$ cat src/rtl/stream_restore.sv
// stream_restore: receive-side restore stage for the delayed-subtract stream.
// Re-adds the subtrahend to each valid sample and buffers the restored value
// in a G_DEPTH-entry FIFO so the consumer can apply ready/valid backpressure
// that the upstream stage cannot honour.
// Optional feature: define STREAM_RESTORE_STATS_EN to compile the accept/drop
// counters; otherwise accept_count and drop_count are tied to zero.
module stream_restore #(
  parameter int G_WIDTH = 32,
  parameter int G_DEPTH = 8
) (
  input  logic                       clk,
  input  logic                       rst,
  input  logic [G_WIDTH-1:0]         data_in,
  input  logic [G_WIDTH-1:0]         add_back,
  input  logic                       data_in_valid,
  output logic [G_WIDTH-1:0]         data_out,
  output logic                       data_out_valid,
  input  logic                       data_out_ready,
  output logic [$clog2(G_DEPTH):0]   level,
  output logic                       overflow,
  output logic [31:0]                accept_count,
  output logic [31:0]                drop_count
);

  localparam int PW = $clog2(G_DEPTH);
  localparam int LW = PW + 1;
  localparam logic [LW-1:0] FULL_LEVEL = LW'(G_DEPTH);

  // Modular restore: the carry out of the top bit is intentionally discarded.
  function automatic logic [G_WIDTH-1:0] restore_sample(
    input logic [G_WIDTH-1:0] sub_val,
    input logic [G_WIDTH-1:0] add_val
  );
    return sub_val + add_val;
  endfunction

  logic [G_WIDTH-1:0] mem_r [G_DEPTH];
  logic [PW-1:0]      wr_ptr_r;
  logic [PW-1:0]      rd_ptr_r;
  logic [LW-1:0]      level_r;
  logic               overflow_r;

  logic               full_s;
  logic               empty_s;
  logic               wr_en_s;
  logic               rd_en_s;
  logic               drop_s;
  logic [LW-1:0]      level_nxt_s;
  logic [G_WIDTH-1:0] restored_s;

  // Write/read/drop qualification; fullness is judged on pre-edge occupancy,
  // so a same-cycle read never makes room for a write into a full FIFO.
  always_comb begin
    full_s     = (level_r == FULL_LEVEL);
    empty_s    = (level_r == {LW{1'b0}});
    wr_en_s    = data_in_valid & ~full_s;
    drop_s     = data_in_valid & full_s;
    rd_en_s    = data_out_ready & ~empty_s;
    restored_s = restore_sample(data_in, add_back);
  end

  // Next occupancy from the write/read pair; simultaneous write and read cancel.
  always_comb begin
    level_nxt_s = level_r;
    case ({wr_en_s, rd_en_s})
      2'b10:   level_nxt_s = level_r + LW'(1);
      2'b01:   level_nxt_s = level_r - LW'(1);
      default: level_nxt_s = level_r;
    endcase
  end

  // Sample storage; contents need no reset because level gates visibility.
  always_ff @(posedge clk) begin
    if (!rst && wr_en_s) begin
      mem_r[wr_ptr_r] <= restored_s;
    end
  end

  // Pointers, occupancy and sticky overflow; reset beats any same-cycle access.
  always_ff @(posedge clk) begin
    if (rst) begin
      wr_ptr_r   <= {PW{1'b0}};
      rd_ptr_r   <= {PW{1'b0}};
      level_r    <= {LW{1'b0}};
      overflow_r <= 1'b0;
    end else begin
      if (wr_en_s) begin
        wr_ptr_r <= wr_ptr_r + PW'(1);
      end
      if (rd_en_s) begin
        rd_ptr_r <= rd_ptr_r + PW'(1);
      end
      level_r <= level_nxt_s;
      if (drop_s) begin
        overflow_r <= 1'b1;
      end
    end
  end

`ifdef STREAM_RESTORE_STATS_EN
  logic [31:0] accept_cnt_r;
  logic [31:0] drop_cnt_r;

  // Free-running statistics counters; wrap naturally at 2^32.
  always_ff @(posedge clk) begin
    if (rst) begin
      accept_cnt_r <= 32'd0;
      drop_cnt_r   <= 32'd0;
    end else begin
      if (wr_en_s) begin
        accept_cnt_r <= accept_cnt_r + 32'd1;
      end
      if (drop_s) begin
        drop_cnt_r <= drop_cnt_r + 32'd1;
      end
    end
  end

  assign accept_count = accept_cnt_r;
  assign drop_count   = drop_cnt_r;
`else
  assign accept_count = 32'd0;
  assign drop_count   = 32'd0;
`endif

  assign data_out       = mem_r[rd_ptr_r];
  assign data_out_valid = ~empty_s;
  assign level          = level_r;
  assign overflow       = overflow_r;

endmodule

$ cat config.mk
export PLATFORM = sky130hd
export DESIGN_NAME = stream_restore
export DESIGN_NICKNAME = d
export VERILOG_FILES = /design/src/rtl/stream_restore.sv
export SDC_FILE = /design/constraint.sdc
export NUM_CORES = 1
export LEC_CHECK = 0
export CAP_MARGIN = 30
export CORE_MARGIN = 5
export CORE_UTILIZATION = 50
export DETAILED_ROUTE_END_ITERATION = 10
export PLACE_DENSITY_LB_ADDON = 0.2
export SYNTH_ARGS = -nofsm -noshare
export SYNTH_HDL_FRONTEND = slang
export SYNTH_SLANG_ARGS = --single-unit
$ cat constraint.sdc
create_clock -name clk -period 6.79 [get_ports clk]
set_clock_uncertainty 0.05 [all_clocks]
set_input_delay 1.6975 -clock clk [delete_from_list [all_inputs] [get_ports clk]]
set_output_delay 1.6975 -clock clk [all_outputs]
set_load 0.005 [all_outputs]
==> summary.md <==
| Metric | Value |
|---|---|
| Part of the power in registers | 45.9% |
| Routed WL per cell | 21.24 µm |
| Via Count | 6,883 |
| Post-DP HPWL | 17,410 µm |
| Clock buffer depth | 3 |
| Most used DFF post-synth | edfxtp_1 |
| Max Fclk | between 200 and 250 MHz |
| CP Launch Type | flip-flop |
| YS warnings | 0 |
| Final cell utilization of the core | 59.85% |
| Post-CTS Setup Repair Bufs | 0 |
| Routed Wire Length | around 26,000 µm |
| Comb pwr share | 20.8% |
| Critical Path RT | approximately 5 ns |
| Cells along the critical path | buf_4 -> mux4_2 -> mux2_2 -> clkdlybuf4s50_1 |
| Global-route wire length before repair | 40,570 µm |
| Slew @ Worst Pin | 0.9801 ns |
| Unrepaired setup endpoints after global routing | no |
| Crit Path Max Fanout | 36 |
| WP data arrival | 3.15 ns |
| Pins Over Slew Limit | 0 |
| DR pass1 iterations | 5 |
| Static leakage | 4.958 nW |
| Worst hold path type | reg2reg |
| Synth async-reset ratio | 0% |
| Dominant cells by area after synthesis | edfxtp_1 (62%), mux4_2 (12%), buf_4 (3.9%) |
| Share of the synthesized area in the top cell type | 61.98% |
| Status | complete, no violations |
| CTS root buf | clkbuf_16 |
| Net Sw Frac | 24.60% |
| Vias in the first global route | slightly above 7k |
| DR vias/cell | 5.596 |
| Starting Density | 50.85% |
| Final TNS setup | 0 ns |
| Core area | approximately 0.024 mm² |
| Switching power | between 0.001 and 0.0015 W |
| DRT antenna net count | 0 |
| Largest area contributor in the synthesized netlist | edfxtp_1 |
| Final hold viol count | 0 |
| Worst-path clk slew | 0.06 ns |
| CTS Buf Count | 27 |
| Die X | 167.5 µm |
| Max-Slew Margin vs Limit | between 30% and 40% |
| # IOs | 170 |
| Mapped Avg Cell Area | 16.28 µm² |
| GRT overflow | 0 |
| Gpl congestion | 0.8517 |
| Period utilisation layout | 72.08% |
| Post-synth EDFFs | 256 |
| GR Layer Usage met3 | 2.640% |
| # DRC | 0 |
| Max IR drop VDD | 214.7 µV |
| Cells after Synth | around 760 |
| Crit path kind | reg2out |
| Crit path largest cell delay | between 0.8 and 0.9 ns |
| Die Area | 0.02806 mm² |
| Mapped Area | 0.01240 mm² |
| Final setup fails | 0 |
| Nature of the critical path endpoint | primary output |
| Hold bufs inserted after CTS | 0 |
| GR Util met2 | 32.12% |
| Slowest cell on the critical path | dfxtp_2 |
| Post-cts gate resize count | 0 |
| Layout cell share with drive strength beyond 1 | 18.21% |
| Internal Power | 0.003339 W |
| Power Total | 0.004428 W |
| Power per Cell Area | 303.3 mW/mm² |
| TritonCTS Sinks | 270 |
| Global routing's busiest layer | met2 |
| Antenna violations before repair | 0 |
| Num rows | between 50 and 60 |
| Die Y-Extent | 167.5 µm |
| Unique masters post-synth | 58 |
| ANT cells | 0 |
| Fin crit period | a little under 5 ns |
| Port bufs | roughly 110 |
| Area Growth Syn to Fin | 17.69% |
| CTS tree | yes |
| H-tree depth | 1 |
| DR iter-0 viols | 608 |
| GRT Overall Usage | 18.39% |
| Worst skew pair latency | 0.53 ns |
| CP delay by family, top | buffers and inverters |
| Sequential share of the synthesized area | 64.24% |
| Routing usage on met1 | around a quarter |
| Worst Path Buf+Inv | 2 |
| Final #Nets | 992 |
| Max-cap violations | 0 |
| Post-synthesis register bit count | 270 |
| Pin count of the biggest net entering global routing | 37 |
| Clk pwr share | approximately a third |
==> kinds of logic (layout without fill, tap and decap cells) <==
kind of cell	count (synthesis)	count (layout)	share of synthesized area [%]
AO/OA/AOI/OAI	106	106	5.498
XOR/XNOR	30	30	2.118
adder cells (fa/ha/maj)	38	38	3.954
buffers and inverters	104	185	5.205
flip-flops	270	270	64.24
multiplexers	97	97	14.61
other	1	64	0.03023
AND/OR/NAND/NOR	116	116	4.348
==> synth_stat cells, types with 2 or more instances <==
| master | instances |
|---|---|
| buf_2 | 6 |
| inv_1 | 16 |
| a31o_2 | 2 |
| xor2_1 | 12 |
| a31oi_1 | 5 |
| a21oi_1 | 39 |
| a211oi_1 | 3 |
| dfxtp_1 | 14 |
| o22ai_1 | 2 |
| and3_1 | 5 |
| nor3_1 | 8 |
| nor2b_1 | 2 |
| nor4b_1 | 2 |
| o211ai_1 | 5 |
| nand3_1 | 6 |
| o21ai_0 | 13 |
| mux2_2 | 32 |
| a21o_1 | 10 |
| nor3b_1 | 2 |
| ha_1 | 36 |
| clkbuf_1 | 16 |
| xnor2_1 | 18 |
| buf_4 | 64 |
| o21a_1 | 3 |
| o31ai_1 | 2 |
| o21bai_1 | 5 |
| nor2_1 | 37 |
| and2_1 | 5 |
| nand2b_1 | 2 |
| fa_1 | 2 |
| o21ai_1 | 2 |
| nand3b_1 | 2 |
| nand4_1 | 4 |
| a22oi_1 | 2 |
| mux4_2 | 64 |
| edfxtp_1 | 256 |
| nand2_1 | 36 |
| or3_1 | 2 |
==> placed cells by master, fill, tap and decap left out, drive strengths merged, types with 4 or more instances in the layout <==
| master | count |
|---|---|
| edfxtp | 256 |
| clkdlybuf4s50 | 105 |
| mux4 | 64 |
| conb | 64 |
| a21oi | 39 |
| nor2 | 37 |
| nand2 | 36 |
| ha | 36 |
| clkbuf | 34 |
| mux2 | 32 |
| xnor2 | 18 |
| inv | 17 |
| o21ai | 16 |
| dfxtp | 14 |
| buf | 14 |
| xor2 | 12 |
| a21o | 10 |
| clkinv | 10 |
| nor3 | 8 |
| nand3 | 6 |
| and2 | 5 |
| and3 | 5 |
| o211ai | 5 |
| a31oi | 5 |
| o21bai | 5 |
| nand4 | 4 |
| bufinv | 4 |
| a211oi | 4 |
==> per-stage QoR <==
| step | cell area (µm²) | std cells | worst slack, ns | hold slack (ns) |
|---|---|---|---|---|
| 2_1_floorplan | 12640 | 825 | 0.7517 | 0.3967 |
| 3_3_place_gp | 13660 | 1177 | 1.631 | 0.4029 |
| 3_5_place_dp | 13710 | 1180 | 1.438 | 0.4339 |
| 4_1_cts | 14590 | 1229 | 1.817 | 0.4435 |
| 5_1_grt | 14600 | 1230 | 1.748 | 0.4809 |
| 6_report | 14600 | 1230 | 1.896 | 0.4403 |
==> worst min-delay path, cell delays in order, from the launching register on <==
cell     delay [ns]
dfxtp_1        0.32
nand2_1        0.05
a21oi_1        0.07
==> worst paths after layout <==
kind,startpoint,end,slack [ns],cells past startpoint
setup / recovery,flip-flop,data_out[26],1.90,4
hold / removal,rd_ptr_r[1],flip-flop,0.44,2
setup reg to reg,level[0],mem_r[0][11],3.99,6
hold reg to reg,rd_ptr_r[1],flip-flop,0.44,2
==> cell type report <==
type,count,area (µm²)
clock buffer,33,698.2
clock inverter,16,181.4
fill,1835,9793
inverter,16,60.06
multi-input combinational,451,4079
sequential,270,7973
tap,324,405.4
timing repair buffer,120,1201
==> metal layers <==
metal / part of all wire, % / vias up / wire length (µm)
li1: - / 3109 / -
met1: 41 / 3476 / 10650
met2: 52 / 264 / 13460
met3: 6.1 / 34 / 1600
met4: 1.6 / 0 / 416
met5: 0 / - / 0
==> power groups by stage <==
| stage | Combinational [W] | Clock [W] | Sequential, W |
|---|---|---|---|
| 2_1_floorplan | 0.000620 | 0 | 0.00203 |
| 3_3_place_gp | 0.000857 | 0 | 0.00209 |
| 3_5_place_dp | 0.000926 | 0 | 0.00207 |
| 4_1_cts | 0.000931 | 0.00150 | 0.00203 |
| 5_1_grt | 0.00101 | 0.00157 | 0.00204 |
| 6_report | 0.000923 | 0.00148 | 0.00203 |
==> state kept, by name, indices dropped and copies added, names as in the netlist, named ones only <==
| name | count |
|---|---|
| level | 4 |
| wr_ptr_r | 3 |
| overflow | 1 |
| rd_ptr_r | 3 |
| mem_r | 256 |
Note: power is estimated with default switching activity, not from simulation.
